`config.mk`:
```
export PLATFORM = sky130hd
export DESIGN_NAME = i2c_byte_ctrl
export DESIGN_NICKNAME = d
export VERILOG_FILES = /design/src/rtl/i2c_byte_ctrl_pkg.sv /design/src/rtl/i2c_byte_shift.sv /design/src/rtl/i2c_byte_ctrl.sv
export SDC_FILE = /design/constraint.sdc
export NUM_CORES = 1
export LEC_CHECK = 0
export CORE_ASPECT_RATIO = 0.7
export CORE_MARGIN = 2
export CORE_UTILIZATION = 48
export DETAILED_ROUTE_END_ITERATION = 6
export PLACE_DENSITY_LB_ADDON = 0.08
export SETUP_SLACK_MARGIN = 0.3
export SYNTH_ARGS = -nofsm -noshare
export SYNTH_HDL_FRONTEND = slang
export SYNTH_SLANG_ARGS = --single-unit
```
`constraint.sdc`:
```
create_clock -name clk -period 2.6 [get_ports clk]
set_clock_uncertainty 0.15 [all_clocks]
set_input_delay 0.52 -clock clk [delete_from_list [all_inputs] [get_ports clk]]
set_output_delay 0.52 -clock clk [all_outputs]
set_load 0.01 [all_outputs]
```
`src/rtl/i2c_byte_ctrl_pkg.sv`:
```
// I2C byte controller shared package.
// Bit-controller command encodings and byte FSM states.
package i2c_byte_ctrl_pkg;

  localparam logic [3:0] I2C_CMD_NOP   = 4'b0000;
  localparam logic [3:0] I2C_CMD_START = 4'b0001;
  localparam logic [3:0] I2C_CMD_STOP  = 4'b0010;
  localparam logic [3:0] I2C_CMD_WRITE = 4'b0100;
  localparam logic [3:0] I2C_CMD_READ  = 4'b1000;
  localparam logic [3:0] I2C_CMD_WAIT  = 4'b0011;

  typedef enum logic [2:0] {
    ST_IDLE  = 3'd0,
    ST_START = 3'd1,
    ST_READ  = 3'd2,
    ST_WRITE = 3'd3,
    ST_ACK   = 3'd4,
    ST_STOP  = 3'd5
  } state_t;

endpackage

```
`src/rtl/i2c_byte_shift.sv`:
```
// I2C byte shift register and bit counter.
// Ports: clk, rstn, load/din, shift/sin, clr -> sr, last.
module i2c_byte_shift (
  input  logic       clk,
  input  logic       rstn,
  input  logic       load,
  input  logic       shift,
  input  logic       clr,
  input  logic       sin,
  input  logic [7:0] din,
  output logic [7:0] sr,
  output logic       last
);

  logic [2:0] cnt;

  always_ff @(posedge clk or negedge rstn) begin
    if (!rstn) begin
      sr  <= 8'h00;
      cnt <= 3'd0;
    end else if (load) begin
      sr  <= din;
      cnt <= 3'd0;
    end else if (shift) begin
      sr  <= {sr[6:0], sin};
      cnt <= cnt + 3'd1;
    end else if (clr) begin
      cnt <= 3'd0;
    end
  end

  // counter wraps 7->0 on the 8th shift
  assign last = (cnt == 3'd7);

endmodule

```
`src/rtl/i2c_byte_ctrl.sv`:
```
// I2C byte-level master sequencer feeding the bit controller.
// Host: start/stop/read/write/ack_in/din -> cmd_ack/ack_out/dout/busy/i2c_al.
// Bit ctrl: core_cmd/core_txd -> core_ack/core_rxd/core_al.
// Option: I2C_BYTE_CTRL_WAIT_EN parks the bus with WAIT between requests.
module i2c_byte_ctrl
  import i2c_byte_ctrl_pkg::*;
(
  input  logic       clk,
  input  logic       rstn,
  input  logic       ena,
  input  logic       start,
  input  logic       stop,
  input  logic       read,
  input  logic       write,
  input  logic       ack_in,
  input  logic [7:0] din,
  output logic       cmd_ack,
  output logic       ack_out,
  output logic [7:0] dout,
  output logic       busy,
  output logic       i2c_al,
  output logic [3:0] core_cmd,
  output logic       core_txd,
  input  logic       core_ack,
  input  logic       core_rxd,
  input  logic       core_al
);

  state_t     state, state_n;
  logic [3:0] cmd_n;
  logic       txd_n;
  logic       cmd_ack_n;
  logic       al_n;
  logic       busy_n;
  logic       ack_out_n;
  logic [7:0] dout_n;
  logic       load, shift, clr;
  logic       done;
  logic       go;
  logic       wait_exit;
  logic [7:0] sr;
  logic       last;

`ifdef I2C_BYTE_CTRL_WAIT_EN
  localparam logic [3:0] IDLE_CMD = I2C_CMD_WAIT;
  // leave WAIT through one NOP cycle before the next command
  assign wait_exit = (core_cmd == I2C_CMD_WAIT);
`else
  localparam logic [3:0] IDLE_CMD = I2C_CMD_NOP;
  assign wait_exit = 1'b0;
`endif

  // ignore the request still held during the cmd_ack/i2c_al cycle
  assign go = (start | stop | read | write)
            & ~cmd_ack & ~i2c_al;

  i2c_byte_shift u_shift (
    .clk   (clk),
    .rstn  (rstn),
    .load  (load),
    .shift (shift),
    .clr   (clr),
    .sin   (core_rxd),
    .din   (din),
    .sr    (sr),
    .last  (last)
  );

  always_ff @(posedge clk or negedge rstn) begin
    if (!rstn) begin
      state    <= ST_IDLE;
      core_cmd <= I2C_CMD_NOP;
      core_txd <= 1'b0;
      cmd_ack  <= 1'b0;
      ack_out  <= 1'b0;
      dout     <= 8'h00;
      busy     <= 1'b0;
      i2c_al   <= 1'b0;
    end else begin
      state    <= state_n;
      core_cmd <= cmd_n;
      core_txd <= txd_n;
      cmd_ack  <= cmd_ack_n;
      ack_out  <= ack_out_n;
      dout     <= dout_n;
      busy     <= busy_n;
      i2c_al   <= al_n;
    end
  end

  always_comb begin
    state_n   = state;
    cmd_n     = core_cmd;
    txd_n     = core_txd;
    cmd_ack_n = 1'b0;
    al_n      = 1'b0;
    busy_n    = busy;
    ack_out_n = ack_out;
    dout_n    = dout;
    load      = 1'b0;
    shift     = 1'b0;
    clr       = 1'b0;
    done      = 1'b0;

    if (!ena) begin
      cmd_ack_n = cmd_ack;
      al_n      = i2c_al;
    end else if (core_al && state != ST_IDLE) begin
      state_n = ST_IDLE;
      cmd_n   = I2C_CMD_NOP;
      txd_n   = 1'b0;
      al_n    = 1'b1;
      busy_n  = 1'b0;
      clr     = 1'b1;
    end else begin
      unique case (state)
        ST_IDLE: begin
          if (go && wait_exit) begin
            cmd_n = I2C_CMD_NOP;
          end else if (go) begin
            busy_n = 1'b1;
            load   = 1'b1;
            txd_n  = 1'b0;
            priority case (1'b1)
              start: begin
                state_n = ST_START;
                cmd_n   = I2C_CMD_START;
              end
              write: begin
                state_n = ST_WRITE;
                cmd_n   = I2C_CMD_WRITE;
                txd_n   = din[7];
              end
              read: begin
                state_n = ST_READ;
                cmd_n   = I2C_CMD_READ;
              end
              default: begin
                state_n = ST_STOP;
                cmd_n   = I2C_CMD_STOP;
              end
            endcase
          end
        end
        ST_START: begin
          if (core_ack) begin
            priority case (1'b1)
              write: begin
                state_n = ST_WRITE;
                cmd_n   = I2C_CMD_WRITE;
                txd_n   = sr[7];
              end
              read: begin
                state_n = ST_READ;
                cmd_n   = I2C_CMD_READ;
              end
              stop: begin
                state_n = ST_STOP;
                cmd_n   = I2C_CMD_STOP;
              end
              default: done = 1'b1;
            endcase
          end
        end
        ST_WRITE: begin
          if (core_ack) begin
            shift = 1'b1;
            if (last) begin
              state_n = ST_ACK;
              cmd_n   = I2C_CMD_READ;
              txd_n   = 1'b0;
            end else begin
              // sr[6] becomes sr[7] on this edge
              txd_n = sr[6];
            end
          end
        end
        ST_READ: begin
          if (core_ack) begin
            shift = 1'b1;
            if (last) begin
              state_n = ST_ACK;
              cmd_n   = I2C_CMD_WRITE;
              txd_n   = ack_in;
            end
          end
        end
        ST_ACK: begin
          if (core_ack) begin
            if (write) ack_out_n = core_rxd;
            if (stop) begin
              state_n = ST_STOP;
              cmd_n   = I2C_CMD_STOP;
              txd_n   = 1'b0;
            end else begin
              done = 1'b1;
            end
          end
        end
        ST_STOP: begin
          if (core_ack) done = 1'b1;
        end
        default: begin
          state_n = ST_IDLE;
          cmd_n   = I2C_CMD_NOP;
        end
      endcase

      if (done) begin
        state_n   = ST_IDLE;
        cmd_ack_n = 1'b1;
        busy_n    = 1'b0;
        txd_n     = 1'b0;
        cmd_n     = stop ? I2C_CMD_NOP : IDLE_CMD;
        if (read && !write) dout_n = sr;
      end
    end
  end

endmodule
```
# After elaboration in Yosys (flattened, before gate mapping)
# Cells that the tools add are included.
[word_totals] ff_bits=31 in_bits=19 out_inout_bits=17 wordCells=127
[classes] n_addsub=1 eq_ne=18 mux=73 bitwise=8 reduce_logical=17
[ops] op="$mux 4" count=15
[ops] op="$mux 3" count=16
[ops] op="$mux 1" count=36
[ops] op="$ne 4x4->1 const B" count=9
[ops] op="$pmux 4 s6" count=1
[ops] op="$mux 8" count=2
[ops] op="$pmux 3 s5" count=1
[ops] op="$reduce_bool 3->1" count=4
[ops] op="$reduce_and 10->1" count=1
[ops] op="$eq 3x3->1 const B" count=3
[ops] op="$reduce_and 9->1" count=1
[ops] op="$ne 4x1->1 const B" count=2
[ops] op="$reduce_and 7->1" count=1
[ops] op="$reduce_bool 7->1" count=1
[ops] op="$eq 3x2->1 const B" count=2
[ops] op="$pmux 1 s5" count=1
[ops] op="$reduce_and 5->1" count=1
[ops] op="$reduce_and 4->1" count=1
[ops] op="$add 3x1->3 const B" count=1
[ops] op="$eq 3x1->1 const B" count=1
[ops] op="$logic_not 3->1" count=1
[ops] op="$ne 3x3->1 const B" count=1
[ops] op="$not 1->1" count=3
[ops] op="$or 1x1->1" count=3
[ops] op="other kinds (7)" count=9

# Depth between registers and ports, before layout
# Gate-level depths: netlist of the first run.
[logic_depth] ltp_word=10 depth_mapped=7 ltp_nobuf=7

# Hierarchy
# A second synthesis of the first run with hierarchy kept.
[hier_totals] cells_unflattened=200 hier_area_um2=1881.8
[by_module_without_submodules] mod="i2c_byte_ctrl" n_inst=1 cells_per_inst=151 area_per_inst_um2=1346.3 seq_area_each_um2=500.5
[by_module_without_submodules] mod="i2c_byte_shift" n_inst=1 cells_per_inst=49 area_per_inst_um2=535.5 seq_area_each_um2=275.3

# Least setup slack after synthesis of the first run
# Ideal clock, no wire load.
[synth_timing] path_kind="register -> register" start="register u_shift.cnt[0]" end="register state[1]" setup_time_ns=0.121 arrival_time_ns=1.824 t_required_ns=2.329 slack_ns=0.505 path_stages_with_launch=8 n_path_buf=0 synth_period_minus_slack_ns=2.095 cell_sequence="dfrtp_1 > ha_1 > ha_1 > and2_1 > o32a_1 > o211ai_2 > nor4_4 > a22o_1"
[synth_via] elab_chain_len=3
[synth_rtl] item="from (decl)" line_no="i2c_byte_shift.sv:15" rtl="logic [2:0] cnt;"
[synth_rtl] item="from (signal assigned)" line_no="i2c_byte_shift.sv:26" rtl="cnt <= cnt + 3'd1;"
[synth_rtl] item="$eq 3x3->1" line_no="i2c_byte_shift.sv:33" rtl="assign last = (cnt == 3'd7);"
[synth_rtl] item="$ne 4x1->1 (no source line)"
[synth_rtl] item="$reduce_and 7->1 (no source line)"
[synth_rtl] item="to (signal assigned)" line_no="i2c_byte_ctrl.sv:80" rtl="state <= state_n;"
[synth_rtl] item="to (decl)" line_no="i2c_byte_ctrl.sv:29" rtl="state_t state, state_n;"
# No other way between the ends.
# A chain may end at the register's enable or synchronous reset.

# Worst setup path after layout of the first run
[layout_timing] start="input start" end="register core_txd"
[layout_via] elab_chain_len=7 elab_cells_between_ends=12 classes_between="eq/ne (1); mux (5); bitwise (5); reduce/logical (1)"
[layout_rtl] item="from (decl)" line_no="i2c_byte_ctrl.sv:11" rtl="input logic start,"
[layout_rtl] item="$or 1x1->1 (3 in a row)" line_no="i2c_byte_ctrl.sv:54" rtl="assign go = (start | stop | read | write)"
[layout_rtl] item="$and 1x1->1 (2 in a row)" line_no="i2c_byte_ctrl.sv:55" rtl="& ~cmd_ack & ~i2c_al;"
[layout_rtl] item="$ne 4x4->1 (no source line)"
[layout_rtl] item="$reduce_and 10->1 (no source line)"
[layout_rtl] item="to (signal assigned)" line_no="i2c_byte_ctrl.sv:82" rtl="core_txd <= txd_n;"
[layout_rtl] item="to (decl)" line_no="i2c_byte_ctrl.sv:23" rtl="output logic core_txd,"
# Several ways; a longest one is shown, not always the timed one. The select of a mux whose other input is x is not followed.

==> key figures, run 1 <==
Outcome
  – Outcome: finished, final reports clean

STA
  – Fmax: 0.454 GHz
  – Final worst-path cycle share: 84.7%
  – RSZ-0062 raised after global routing: no
  – Hold_ws: 0.355 ns
  – Worst Tran Pin Value: 0.494 ns
  – Fin. max-slew vios: 0
  – Setup Viol. Count Final: 0
  – Endpoints failing hold: 0
  – Tmin final: 2.20 ns
  – Relative slew slack: approximately two thirds

Layout
  – Diode count: 0
  – Nets: 260
  – Syn-to-layout area delta: 39.2%
  – Final instance area: 2410 sq um
  – Filler cells: between 200 and 300
  – Layout cells sized above 1: 21.3%
  – Post-layout util: around 69%

Yosys
  – Synth unique cells: 37
  – Syn avg cell area: 9.31 sq um
  – Area of the mapped netlist: 1730 sq um
  – Synth top area cells: dfrtp_1 45%, mux2_2 6.5%, nand2_1 6.3%, o21ai_0 4.3%, a22oi_1 3.5%
  – Syn_nets: 207
  – Syn Inst Count: approximately 190
  – Most frequent cells after synthesis: 31 x dfrtp_1, 29 x nand2_1, 15 x o21ai_0, 13 x nor2_1, 10 x mux2_2
  – Ys flop type: dfrtp_1
  – Asr flop ratio synth: 100%
  – Number of synthesized register bits: 31
  – Cell taking the most area after synthesis: dfrtp_1
  – EDFF count, synth: 0
  – Post-synthesis sequential area ratio: 44.8%
  – Top cell type's share of synthesized area: between 40% and 50%
  – Warnings from Yosys: 0
  – Most frequent cell after synthesis: dfrtp_1

Setup path
  – Critical Path AT: 2.25 ns
  – Setup CP Type: in2reg
  – CP max FO: 2
  – Critical Path RT: 2.65 ns
  – Setup crit end kind: flip-flop
  – Reg2reg start: state[2]
  – Startpoint types: input pin
  – Worst setup path startpoint: start

Clock tree
  – Clk_lat worst skew: 0.28 ns
  – H-tree levels: 2
  – CTS Buffer Depth: 2
  – Postcts setup bufs: 0
  – Reg clk slew, reported paths: 0.07 ns
  – Root buf cell: clkbuf_8
  – Clk sink count: 31
  – CTS Hold Bufs: 0
  – Clock buffer count from CTS: 5
  – CTS tree: yes

Placed design
  – DP HPWL: 3250 microns
  – DP Area: about 2300 sq um
  – Buffers on Ports: 35
  – GPL Wtd Cong: 0.973

Power
  – Power Dens Cells: 1030 nW/um^2
  – Lkg Pwr: 1.07 nW
  – Worst VDD drop: 0.587 mV

Floorplanning
  – Total core area: about 3500 sq um
  – I/O pin cnt: 36
  – Die X: 75.8 microns
  – Initial Util: about 50%
  – Die Y-Extent: 54.3 microns
  – Rows: 18
  – Die ar.: 4110 sq um

Routing
  – Final ANT Viol Nets: 0
  – DRC viols: 0
  – DRT Wirelength: 4290 microns
  – Pre-antenna DRT Iters: 5
  – Vias: 1565
  – Vias/cell: 5.40
  – 1st-iter DRT viols: between 150 and 200
  – DR WL/cell: 14.8 microns

GRT
  – Total global routing overflow: 0
  – Largest net degree at the start of global routing: 32
  – Global-route wire length before repair: between 6000 and 7000 microns
  – Vias in the first global route: 1440
  – Initial antenna violation count: 0
  – GRT Util Overall: 23.4%

Min path
  – Worst Hold Class: reg2reg
  – Hold Path Origin: dout[5]

Job
  – Max Cap Viol: 0
==> registers in the layout, summed over array words and instances (netlist names) <==
register / flops
cmd_ack: 1
i2c_al: 1
busy: 1
core_cmd: 4
u_shift.cnt: 3
u_shift.sr: 8
ack_out: 1
state: 3
core_txd: 1
dout: 8
==> critical path: stages <==
cell             delay [ns]
clkdlybuf4s50_1        0.48
nor4_1                 0.05
buf_4                  0.15
o211ai_2               0.25
nand3_1                0.14
or4_1                  0.48
o22ai_1                0.17
==> through the flow <==
stage	setup TNS [ns]	worst slack, ns	total power [W]	std cells
global route	0	0.285	0.00267	290
CTS	0	0.361	0.00248	290
finish	0	0.399	0.00248	290
floorplan	0	0.505	0.00146	186
global placement	0	0.0282	0.00195	282
detailed placement	-0.00984	-0.00576	0.00198	282
==> cells in the final DEF, fill, tap and decap left out, types with 2 or more instances in the layout <==
master           count
a21oi_1              4
a22o_1               4
a22oi_1              8
a31oi_1              4
and2_1               2
buf_4               22
clkbuf_8             6
clkdlybuf4s50_1     32
dfrtp_1             30
dlygate4sd2_1        3
ha_1                 2
inv_1                8
mux2_2              10
mux2i_1              2
nand2_1             29
nand2b_1             3
nand3_1              4
nand3b_1             3
nand4_1              2
nor2_1              13
nor2b_1              2
nor3_1               6
o21ai_0             15
o22ai_1              6
==> report_power, final <==
| group | switching (W) | internal, W |
|---|---|---|
| clock network | 0.000176 | 0.000310 |
| logic | 0.000556 | 0.000604 |
| registers | 0.000175 | 0.000664 |
==> metal layers <==
layer  vias to the layer above  part of all wire [%]  routed length, microns  track usage, %
li1                        774                     -                       -               -
met1                       747                    50                    2160            34.1
met2                        42                    44                    1890            34.6
met3                         2                   5.3                     228            7.18
met4                         0                  0.33                      14            4.09
met5                         -                     0                       0               0
==> timing repair <==
item,in CTS,in global routing
cloned,0,0
resized for setup,3,3
pin swaps,1,0
endpoints found under the setup margin,11,19
==> logic make-up (layout without fill, tap and decap cells) <==
kind of cell               after synthesis  count (layout)  synth area share [%]
AOI/OAI and AO/OA                       48              48                  18.9
muxes                                   12              12                  7.66
adders and majority gates                2               2                  1.44
buffers and inverters                   20              74                  5.27
DFF                                     31              31                  44.8
and+or+nand+nor                         73              73                  21.9
==> cell type report <==
| cell class | instances | area [sq um] | share of cell area [%] |
|---|---|---|---|
| clock buffer | 6 | 82.6 | 3.43 |
| clock inverter | 2 | 35.0 | 1.45 |
| inverter | 8 | 30.0 | 1.25 |
| multi-input combinational | 135 | 891 | 37.0 |
| sequential | 31 | 777 | 32.2 |
| tap | 50 | 62.6 | 2.60 |
| timing repair buffer | 58 | 532 | 22.1 |
==> worst paths after layout <==
path	slack, ns	end	cells after the start
max	0.40	core_txd	7
min	0.35	dout[5]	1
min reg2reg	0.35	dout[5]	1
max reg2reg	0.41	core_txd	5
min in group asynchronous	0.48	core_cmd[0]	2
max in group asynchronous	1.52	state[2]	2
(Power assumes the default switching activity.)
==> run 2, diff against run 1 <==
- clock period: 2.6 -> 2.21 ns (I/O delays scaled with it)
==> run 2 against run 1 <==
  * Clock power up 17%
  * First-iteration DRC count down 36%
  * Register-to-register slack worse by 0.29 ns
  * Worst setup slack worse by 0.28 ns
  * Wire length up 12%
  * Sequential share of layout area down 2.6 points
  * Final area up 8.5%
  * Die area unchanged
  * Largest cell class unchanged
==> key figures, run 2 (synthesis gave the netlist of run 1 again) <==
Clock tree
  – Reg clk slew, reported paths: 0.07 ns (about the same)
  – Clk_lat worst skew: 0.28 ns (about the same)
  – H-tree levels: 2 (unchanged)
  – Clock buffer count from CTS: 5 (unchanged)
  – CTS tree: yes (unchanged)
  – CTS Hold Bufs: 0 (unchanged)
  – Root buf cell: clkbuf_8 (unchanged)
  – Clk sink count: 31 (unchanged)
  – CTS Buffer Depth: 2 (unchanged)

Setup path
  – Setup CP Type: reg2reg (was in2reg)
  – Worst path slowest cell: dfrtp_1 (was clkdlybuf4s50_1)
  – CP peak stage delay: 0.38 ns (was 0.48 ns)
  – Critical Path AT: 2.11 ns (was 2.25 ns)
  – CP cell instances: ha_2 -> ha_4 -> and2_4 -> o32a_1 -> o211ai_4 -> nor4_4 -> buf_4 -> a22o_1 (was clkdlybuf4s50_1 -> nor4_1 -> buf_4 -> o211ai_2 -> nand3_1 -> or4_1 -> o22ai_1)
  – Startpoint types: flip-flop (was input pin)
  – Worst Path Buf+Inv: 1 (was 2)
  – Cell family with most CP delay: compound AO/OA/AOI/OAI gates (was simple AND/OR/NAND/NOR gates)
  – Worst R2R Path Depth: 8 (was 5)
  – Setup crit end kind: flip-flop (unchanged)
  – Critical Path RT: 2.23 ns (was 2.65 ns)
  – CP max FO: 3 (was 2)
  – Crit path depth: 8 (was 7)

GRT
  – Global-route wire length before repair: 7380 microns (was 6970 microns)
  – Vias in the first global route: 1491 (was 1440)
  – Total global routing overflow: 0 (unchanged)
  – GRT Util Overall: 25.1% (was 23.4%)
  – Largest net degree at the start of global routing: 32 (unchanged)
  – Initial antenna violation count: 0 (unchanged)

Floorplanning
  – I/O pin cnt: 36 (unchanged)
  – Die X: 75.8 microns (unchanged)
  – Rows: 18 (unchanged)
  – Die Y-Extent: 54.3 microns (unchanged)
  – Total core area: 3490 sq um (unchanged)
  – Die ar.: 4110 sq um (unchanged)
  – Initial Util: 49.6% (unchanged)

Power
  – Worst VDD drop: 0.680 mV (was 0.587 mV)
  – Total power: 0.00318 W (was 0.00248 W)
  – Lkg Pwr: 1.18 nW (was 1.07 nW)
  – Power Dens Cells: 1220 nW/um^2 (was 1030 nW/um^2)

STA
  – Endpoints failing hold: 0 (unchanged)
  – Fmax: 0.477 GHz
  – RSZ-0062 raised after global routing: yes (was no)
  – Tmin final: 2.09 ns
  – Worst Tran Pin Value: 0.380 ns (was 0.494 ns)
  – Fin. max-slew vios: 0 (unchanged)
  – Relative slew slack: 74.6% (was 67.0%)
  – Setup Viol. Count Final: 0 (unchanged)
  – Final worst-path cycle share: 94.8%

Routing
  – DRT Wirelength: 4810 microns (was 4290 microns)
  – DRC viols: 0 (unchanged)
  – 1st-iter DRT viols: 111 (was 173)
  – Vias/cell: 5.39 (was 5.40)
  – DR WL/cell: 15.6 microns (was 14.8 microns)
  – Pre-antenna DRT Iters: 4 (was 5)
  – Final ANT Viol Nets: 0 (unchanged)
  – Vias: 1661 (was 1565)

Layout
  – Largest registers: dout: 8 flops, u_shift.sr: 8 flops, core_cmd: 4 flops (unchanged)
  – Commonest non-fill, non-tap cell in the layout: buf_4 (was clkdlybuf4s50_1)
  – Final instance area: 2610 sq um (was 2410 sq um)
  – Filler cells: 252 (was 270)
  – Nets: 278 (was 260)
  – Layout cells sized above 1: 28.7% (was 21.3%)
  – Post-layout util: 74.9% (was 69.0%)
  – Syn-to-layout area delta: 50.9% (was 39.2%)
  – Non-filler cells, final: 308 (was 290)
  – Diode count: 0 (unchanged)
  – Most frequent cells in the layout: 37 x buf_4, 31 x dfrtp_1, 30 x clkdlybuf4s50_1 (was 32 x clkdlybuf4s50_1, 30 x dfrtp_1, 29 x nand2_1)

Job
  – Max Cap Viol: 0 (unchanged)

Placed design
  – Buffers on Ports: 35 (unchanged)
  – DP Area: 2380 sq um (was 2280 sq um)
  – Inst Count DP: 292 (was 282)
  – DP HPWL: 3700 microns (was 3250 microns)
  – GPL Wtd Cong: 0.912 (was 0.973)

Min path
  – Worst hold path depth: 1 (unchanged)
  – Worst Hold Class: reg2reg (unchanged)

Outcome
  – Outcome: finished, final reports clean (unchanged)
## run 2: per-stage QoR
step | setup slack, ns | hold WS, ns | setup TNS [ns]
after floorplan | 0.220 | -0.00359 | 0
after global routing | 0.0703 | 0.380 | 0
after global placement | -0.248 | 0.334 | -4.22
final | 0.116 | 0.361 | 0
after detailed placement | -0.301 | 0.349 | -5.10
after CTS | 0.140 | 0.364 | 0
## run 2: area by class of cell
type	instances	area (sq um)	area share [%]
clock buffer	6	82.6	3.16
inverter	8	30.0	1.15
multi-input combinational	135	948	36.3
clock inverter	2	35.0	1.34
sequential	31	776	29.7
tap	50	62.6	2.39
timing repair buffer	76	679	26.0
## run 2: final timing paths
| check | slack (ns) | from | to |
|---|---|---|---|
| worst max register to register | 0.12 | u_shift.cnt[1] | core_cmd[0] |
| worst min register to register | 0.36 | dout[5] | dout[5] |
| worst max-delay path | 0.12 | u_shift.cnt[1] | core_cmd[0] |
| worst min-delay path | 0.36 | dout[5] | dout[5] |
| min in group asynchronous | 0.39 | rstn | core_cmd[1] |
| max in group asynchronous | 1.23 | rstn | u_shift.sr[2] |
## run 2: report_power, final
group	internal, W	switching [W]
clock network	0.000364	0.000207
logic	0.000868	0.000803
registers	0.000781	0.000162
## run 2: routing by layer
metal | vias up | track usage (%) | part of all wire (%)
met4 | 0 | 4.39 | 0.54
met1 | 806 | 37.5 | 50
li1 | 808 | - | -
met5 | - | 0 | 0
met3 | 4 | 6.26 | 4.6
met2 | 43 | 36.9 | 45
## run 2: what timing repair did
action | 4_1_cts | 5_1_grt
pin swaps | 7 | 2
setup buffers | 6 | 2
endpoints found under the setup margin | 28 | 26
gates resized for setup | 13 | 5
==> run 3, diff against run 2 <==
- TNS_END_PERCENT: not set -> 5
==> run 3 against run 2 <==
  * Wire length fell by 7.5%
  * Flip-flop and latch count is the same
  * Count of clock-buffer cells in the layout unchanged
  * Global-route usage down 1.8 points
  * Total power fell by 5.1%
==> key figures, run 3 (synthesis gave the netlist of run 1 again) <==
Layout
  – Diode count: 0 (unchanged)
  – Most frequent cells in the layout: 34 x buf_4, 32 x clkdlybuf4s50_1, 31 x dfrtp_1 (was 37 x buf_4, 31 x dfrtp_1, 30 x clkdlybuf4s50_1)
  – Non-filler cells, final: 303 (was 308)
  – Post-layout util: 72.7% (was 74.9%)
  – Nets: 273 (was 278)
  – Commonest non-fill, non-tap cell in the layout: buf_4 (unchanged)
  – Layout cells sized above 1: 26.1% (was 28.7%)
  – Syn-to-layout area delta: 46.5% (was 50.9%)
  – Largest registers: dout: 8 flops, u_shift.sr: 8 flops, core_cmd: 4 flops (unchanged)

Floorplanning
  – Initial Util: 49.6% (unchanged)
  – I/O pin cnt: 36 (unchanged)
  – Rows: 18 (unchanged)
  – Total core area: 3490 sq um (unchanged)
  – Die ar.: 4110 sq um (unchanged)
  – Die Y-Extent: 54.3 microns (unchanged)
  – Die X: 75.8 microns (unchanged)

GRT
  – GRT Util Overall: 23.2% (was 25.1%)
  – Vias in the first global route: 1445 (was 1491)
  – Total global routing overflow: 0 (unchanged)
  – Largest net degree at the start of global routing: 32 (unchanged)
  – Initial antenna violation count: 0 (unchanged)
  – Global-route wire length before repair: 6950 microns (was 7380 microns)

Clock tree
  – Reg clk slew, reported paths: 0.07 ns (about the same)
  – Root buf cell: clkbuf_8 (unchanged)
  – H-tree levels: 2 (unchanged)
  – Clock buffer count from CTS: 5 (unchanged)
  – CTS Hold Bufs: 0 (unchanged)
  – CTS Buffer Depth: 2 (unchanged)
  – Clk_lat worst skew: 0.28 ns (about the same)
  – Clk sink count: 31 (unchanged)
  – CTS tree: yes (unchanged)

Power
  – Power Dens Cells: 1190 nW/um^2 (was 1220 nW/um^2)
  – Seq pwr share: 30.9% (was 29.6%)
  – Switching Power: 0.00110 W (was 0.00117 W)
  – Sw Ratio: 36.4% (was 36.8%)
  – Worst VDD drop: 0.808 mV (was 0.680 mV)
  – Clock share of power: 18.8% (was 17.9%)
  – Total power: 0.00302 W (was 0.00318 W)
  – Lkg Pwr: 1.13 nW (was 1.18 nW)
  – Internal power: 0.00192 W (was 0.00201 W)
  – Part of the power in combinational logic: 50.3% (was 52.5%)

Placed design
  – Inst Count DP: 292 (unchanged)
  – GPL Wtd Cong: 1.03 (was 0.912)
  – DP HPWL: 3270 microns (was 3700 microns)
  – Buffers on Ports: 35 (unchanged)
  – Post-Place Worst Slack: -0.353 ns (was -0.301 ns)

Job
  – Max Cap Viol: 0 (unchanged)

Setup path
  – Setup crit end kind: flip-flop (unchanged)
  – Critical Path AT: 2.14 ns (was 2.11 ns)
  – Startpoint types: flip-flop (unchanged)
  – CP cell instances: or3_1 -> o211ai_2 -> nand3_1 -> or4_1 -> o22ai_1 (was ha_2 -> ha_4 -> and2_4 -> o32a_1 -> o211ai_4 -> nor4_4 -> buf_4 -> a22o_1)
  – CP max FO: 5 (was 3)
  – Setup CP Type: reg2reg (unchanged)
  – CP peak stage delay: 0.49 ns (was 0.38 ns)
  – Worst path slowest cell: or4_1 (was dfrtp_1)
  – Critical Path RT: 2.26 ns (was 2.23 ns)

Routing
  – Pre-antenna DRT Iters: 4 (unchanged)
  – Final ANT Viol Nets: 0 (unchanged)
  – DRT Wirelength: 4450 microns (was 4810 microns)
  – Vias/cell: 5.42 (was 5.39)
  – DRC viols: 0 (unchanged)
  – DR WL/cell: 14.7 microns (was 15.6 microns)
  – 1st-iter DRT viols: 116 (was 111)
  – Vias: 1643 (was 1661)

STA
  – Fmax: 0.479 GHz (was 0.477 GHz)
  – Fin. max-slew vios: 0 (unchanged)
  – Final worst-path cycle share: 94.5% (was 94.8%)
  – Worst Slack Setup Final: 0.121 ns (was 0.116 ns)
  – Endpoints failing hold: 0 (unchanged)
  – Relative slew slack: 67.9% (was 74.6%)
  – Setup Viol. Count Final: 0 (unchanged)
  – RSZ-0062 raised after global routing: yes (unchanged)
  – Worst Tran Pin Value: 0.480 ns (was 0.380 ns)
  – Tmin final: 2.09 ns (about the same)

Outcome
  – Outcome: finished, final reports clean (unchanged)

Min path
  – Worst Hold Class: reg2reg (unchanged)
[run 3: changes by cell type in the layout (fill, tap and decap cells not counted), sizes merged]
cell / before / now
dlygate4sd2: 4 / 3
buf: 41 / 36
clkdlybuf4s50: 30 / 32
dlymetal6s2s: 1 / 0
[run 3: worst paths after layout]
kind | from | slack, ns | endpoint | cells after the start
max in group asynchronous | rstn | 1.23 | state[0] | 2
max | state[2] | 0.12 | core_txd | 5
min reg2reg | u_shift.sr[4] | 0.35 | u_shift.sr[4] | 2
min | u_shift.sr[4] | 0.35 | u_shift.sr[4] | 2
max reg2reg | state[2] | 0.12 | core_txd | 5
min in group asynchronous | rstn | 0.40 | dout[1] | 2
[run 3: stage by stage]
stage / hold WS [ns] / TNS, ns / instance area, sq um
after floorplan: -0.00359 / 0 / 1760
after CTS: 0.360 / 0 / 2540
after global placement: 0.333 / -6.32 / 2380
after detailed placement: 0.339 / -7.29 / 2380
final: 0.354 / 0 / 2540
after global routing: 0.378 / 0 / 2540
[run 3: final cells by class]
class                           count  area, sq um
Sequential cell                    31          776
Clock buffer                        6         82.6
Tap cell                           50         62.6
Timing Repair Buffer               71          633
Multi-Input combinational cell    135          918
Inverter                            8         30.0
Clock inverter                      2         35.0
Fill cell                         257          953
[run 3: timing repair]
action,CTS,global route
buffers inserted,3,0
pin swaps,5,0
resized for setup,7,0
endpoints found under the setup margin,28,28
[run 3: routing by layer]
| metal | routed length, microns | vias up | GRT usage (%) |
|---|---|---|---|
| met5 | 0 | - | 0 |
| met4 | 48 | 0 | 7.89 |
| met3 | 301 | 6 | 5.89 |
| met2 | 2000 | 54 | 34.8 |
| met1 | 2100 | 784 | 32.8 |
| li1 | - | 799 | - |
[run 3: power groups by stage]
stage	Clock [W]	Sequential, W	Combinational [W]
after global routing	0.000606	0.000964	0.00165
final	0.000567	0.000934	0.00152
after CTS	0.000582	0.000932	0.00151
after global placement	0	0.000933	0.00144
after detailed placement	0	0.000942	0.00146
after floorplan	0	0.000961	0.000770
[run 3: critical path: cells and delay by family, from the launching register on]
kind	cells	cell delay (ns)
compound gates	2	0.39
flops	1	0.45
simple gates	3	1.03
==> edit 1 (settings of run 1) <==
Reset style: synchronous (`rstn`), changed in 2 clocked blocks.
--- a/src/rtl/i2c_byte_shift.sv
+++ b/src/rtl/i2c_byte_shift.sv
@@ -14,7 +14,7 @@
 
   logic [2:0] cnt;
 
-  always_ff @(posedge clk or negedge rstn) begin
+  always_ff @(posedge clk) begin
     if (!rstn) begin
       sr  <= 8'h00;
       cnt <= 3'd0;
--- a/src/rtl/i2c_byte_ctrl.sv
+++ b/src/rtl/i2c_byte_ctrl.sv
@@ -66,7 +66,7 @@
     .last  (last)
   );
 
-  always_ff @(posedge clk or negedge rstn) begin
+  always_ff @(posedge clk) begin
     if (!rstn) begin
       state    <= ST_IDLE;
       core_cmd <= I2C_CMD_NOP;
Check against the original RTL: differs if rstn is asserted again (counterexample within 4 cycles, from zero or initial values and one cycle with rstn low); with rstn held inactive, the same outputs for 4 cycles.
==> edit 1 against run 1 <==
Register-to-register slack gained 80 ps. Count of clock-buffer cells in the layout stayed put. Critical path depth did not move. Wire length up 4.8%. Via count rose by 5.6%. Sequential cell count did not move. Area after synthesis increased by 3.8%. Final area decreased by 3.4%. Setup slack gained 22 ps. Maximum frequency up 1.0%. Die area up 3.5%.
Power is not compared: it rests on default switching activity, and its combinational part moved more than twofold at a synthesized area within 25%.
==> edit 1: results (changes against run 1) <==
mux cell area share after synthesis 11.7% (+4.0 points); met1 track utilization from global routing 29.8% (-4.3 points); Hold Path End core_cmd[1]$_SDFFE_PN0P_; global routing usage on met2 33.8% (-0.86 points); largest fanout of any net on the critical path 13 (+11); worst setup slack after placement 64.3 ps (+70.1 ps); leading cell types by total area after synthesis sky130_fd_sc_hd__dfxtp_1, sky130_fd_sc_hd__mux2i_1, sky130_fd_sc_hd__nor2_1; Post-synth top flop sky130_fd_sc_hd__dfxtp_1; HP Start core_cmd[1]$_SDFFE_PN0P_; DPL Wire Length 3290 um (+1.2%); number of placed instances, taps included 291 (+3.2%); Worst Hold Margin 320 ps (-35.0 ps); adder and majority gate portion of the synthesized area 1.39% (-0.052 points); met3 track demand over resource 5.68% (-1.5 points); routed metal-1 wire length 2250 um (+4.2%); Final Routed Wirelength 4490 um (+4.8%); average footprint of a synthesized cell 8.52 um2 (-8.5%); R2R depth 8 (+3); count of different cell masters after synthesis 50 (+35%); total nets after synthesis 232 (+12%); non-filler instance count after layout 299 (+3.1%); actual slew at the worst max-slew pin 457 ps (-36.8 ps); Post-synth ARST share 0% (-100 points); number of global-route vias before repair 1459 (+1.3%); worst reg-to-reg setup slack 490 ps (+80 ps); final setup margin 421 ps (+22.0 ps); maximum number of pins on one net before global-route repair 25 (-22%); Synth Area in Compound Gates 22.2% (+3.3 points); global-route wire length before repair 7130 um (+2.3%); run status finished, final reports clean; detailed-routed wire length on met3 258 um (+13%); fraction of synthesized cell area in xor and xnor cells 0.487% (+0.49 points); TritonRoute pass-1 iters 4 (-1); filler cell count in the final layout 303 (+12%)
==> edit 1: timing repair <==
item	CTS	global route
hold buffers	0	0
endpoints found under the hold margin	0	0
gates resized for setup	0	6
endpoints found under the setup margin	0	5
==> edit 1: kinds of logic after synthesis <==
kind of cell	count (synthesis)
muxes	21
adders and majority gates	2
and+or+nand+nor	76
xor gates and xnor gates	1
AOI/OAI and AO/OA	54
DFF	31
buffers and inverters	26
==> edit 1: cell type report <==
class | count | share of cell area [%]
clock inverters | 2 | 1.51
well taps | 50 | 2.69
repair buffers | 49 | 20.5
inverters | 7 | 1.13
flip-flops and latches | 31 | 26.7
clock buffers | 6 | 3.55
multi-input cells | 154 | 43.9
==> edit 1: critical path: stages <==
cell and delay, ps:
sky130_fd_sc_hd__clkdlybuf4s50_1 490, sky130_fd_sc_hd__nor4_1 70, sky130_fd_sc_hd__nor3_2 320, sky130_fd_sc_hd__o221ai_2 150
sky130_fd_sc_hd__buf_4 190, sky130_fd_sc_hd__or3_1 370, sky130_fd_sc_hd__a21oi_1 140
==> edit 2 (config.mk and constraints of run 1) <==
Made on the original files. The option `I2C_BYTE_CTRL_WAIT_EN` is turned on by a define.
--- a/src/rtl/i2c_byte_ctrl.sv
+++ b/src/rtl/i2c_byte_ctrl.sv
@@ -2,6 +2,8 @@
 // Host: start/stop/read/write/ack_in/din -> cmd_ack/ack_out/dout/busy/i2c_al.
 // Bit ctrl: core_cmd/core_txd -> core_ack/core_rxd/core_al.
 // Option: I2C_BYTE_CTRL_WAIT_EN parks the bus with WAIT between requests.
+`define I2C_BYTE_CTRL_WAIT_EN
+
 module i2c_byte_ctrl
   import i2c_byte_ctrl_pkg::*;
 (
Behaviour: not the same (a bounded check fails within 4 cycles, from zero or initial values and one cycle with rstn low).
==> edit 2 against run 1 <==
Wire length up 12%. Sequential cell count unchanged. Synthesized cell count up 4.8%. Hold slack worse by 2.6 ps. Power up 5.6%. Register-to-register slack worse by 40 ps. Final cell count up 3.4%. Maximum frequency down 1.8%. Area after synthesis up 7.6%. Setup slack worse by 41 ps. Final area up 5.3%. Critical path type unchanged.
==> edit 2: results (changes against run 1) <==
r2r startpoint state[0]$_DFFE_PN0P_; total CTS buffers 5 (unchanged); Hold Fails Final Rpt 0 (unchanged); initial DRC count 180 (+4.0%); post-place instance area 0.00238 mm2 (+4.6%); overall fraction of global-route tracks in use 23.3% (-0.10 points); Leak 1.13 nW (+5.5%); largest fanout of any net on the critical path 8 (+6); adder and majority gate portion of the synthesized area 1.34% (-0.10 points); Ant. Diodes 0 (unchanged); Sum Neg Setup Slack 0 ps (unchanged); Cells on Worst Hold Path 2 (+1); origin of the worst setup path write; fraction of synthesized cell area in xor and xnor cells 0.470% (+0.47 points); actual slew at the worst max-slew pin 508 ps (+13.7 ps); routability cong. 0.931 (-4.4%); Worst Hold Margin 352 ps (-2.63 ps); number of nets in the finished design 270 (+3.8%); maximum number of pins on one net before global-route repair 32 (unchanged); mux cell area share after synthesis 10.8% (+3.2 points); Hold Crit Class reg2reg; global-route wire length before repair 8000 um (+15%); leading cell types by total area after synthesis sky130_fd_sc_hd__dfrtp_1, sky130_fd_sc_hd__mux2_2, sky130_fd_sc_hd__nand2_1; Synth Area in Compound Gates 17.7% (-1.3 points); count of different cell masters after synthesis 48 (+30%); R2R depth 6 (+1); HP Start u_shift.sr[7]$_DFFE_PN0P_; worst setup slack after placement -33.2 ps (-27.4 ps); via-per-instance ratio 5.77 (+6.9%); CTS Buffer Depth 2 (unchanged); worst reg-to-reg setup slack 370 ps (-40 ps); Port Buffer Count 35 (unchanged); total nets after synthesis 216 (+4.3%); Critical R2R Capture dout[0]$_DFFE_PN0P_; number of antenna violations at the first check in global routing 0 (unchanged); number of global-route vias before repair 1659 (+15%); clock tree root driver cell sky130_fd_sc_hd__clkbuf_8; top flop regs dout (8), u_shift.sr (8), core_cmd (4); DPL Wire Length 3600 um (+11%); run status finished, final reports clean; sequential element share of the synthesized area 41.6% (-3.2 points); Post-synth ARST share 100% (unchanged); Hold Path End u_shift.sr[7]$_DFFE_PN0P_; maximum ir drop on the vdd rail 0.730 mV (+24%); Arr. time, crit path 2260 ps; Final Routed Wirelength 4800 um (+12%); proportion of layout cells with a drive suffix above 1 26.4% (+5.2 points); commonest cells in the synthesized netlist sky130_fd_sc_hd__dfrtp_1, sky130_fd_sc_hd__nand2_1, sky130_fd_sc_hd__mux2_2, sky130_fd_sc_hd__a21oi_1, sky130_fd_sc_hd__o21ai_0; total of warnings raised by yosys 0 (unchanged)
## edit 2: changes by cell type after synthesis, moves of 4 or more
cell | run 1 | this run
sky130_fd_sc_hd__mux2_2 | 10 | 17
sky130_fd_sc_hd__o21ai_0 | 15 | 11
sky130_fd_sc_hd__a21oi_1 | 4 | 12
sky130_fd_sc_hd__nor2_1 | 13 | 9
sky130_fd_sc_hd__inv_1 | 8 | 3
sky130_fd_sc_hd__o22ai_1 | 6 | 0
sky130_fd_sc_hd__a22o_1 | 4 | 0
## edit 2: metrics by stage
stage / util [%] / std cells
CTS: 69.4 / 299
global placement: 65.8 / 291
finish: 70.0 / 300
detailed placement: 65.8 / 291
floorplan: - / 195
global route: 70.0 / 300
## edit 2: timing repair
action / in CTS / in global routing
resized for setup: 5 / 5
endpoints found under the setup margin: 12 / 14
pin swaps: 1 / 0
buffers inserted: 0 / 1
## edit 2: cell type report
type                            count  area (um2)
Tap cell                           50        62.6
Inverter                            3        11.3
Fill cell                         277        1090
Sequential cell                    31         777
Clock buffer                        6        82.6
Multi-Input combinational cell    149        1030
Clock inverter                      2        35.0
Timing Repair Buffer               59         541
## edit 2: worst max-delay path by stage
stage	to	slack, ps	cells after the start
6_report	dout[0]$_DFFE_PN0P_	360	7
5_1_grt	core_txd$_DFFE_PN0P_	280	8
4_1_cts	dout[0]$_DFFE_PN0P_	330	6
3_5_place_dp	core_cmd[2]$_DFFE_PN0P_	-30	6
3_3_place_gp	core_cmd[3]$_DFFE_PN0P_	-6	6
2_1_floorplan	dout[0]$_DFFE_PN0P_	590	6
## edit 2: cell families after synthesis
logic type	after synthesis
and+or+nand+nor	78
AOI/OAI and AO/OA	50
DFF	31
muxes	18
buffers and inverters	15
adders and majority gates	2
xor gates and xnor gates	1
## edit 2: power breakdown
group	internal [mW]	leakage (nW)	switching [mW]
Combinational	0.657	0.659	0.628
Clock	0.310	0.0612	0.180
Sequential	0.669	0.405	0.181
Total	1.64	1.13	0.989
## edit 2: layer usage
metal  vias to the layer above  global-route usage (%)  share of wire [%]
met5                         -                       0                  0
met4                         0                    5.26               0.35
met3                         2                    4.87                6.2
met2                        67                    33.0                 43
met1                       844                    36.2                 51
li1                        817                       -                  -
## edit 2: critical path, delay by kind of cell
| family | cells | cell delay [ps] |
|---|---|---|
| and+or+nand+nor | 3 | 640 |
| AOI/OAI and AO/OA | 1 | 140 |
| muxes | 1 | 330 |
| buffers and inverters | 2 | 620 |
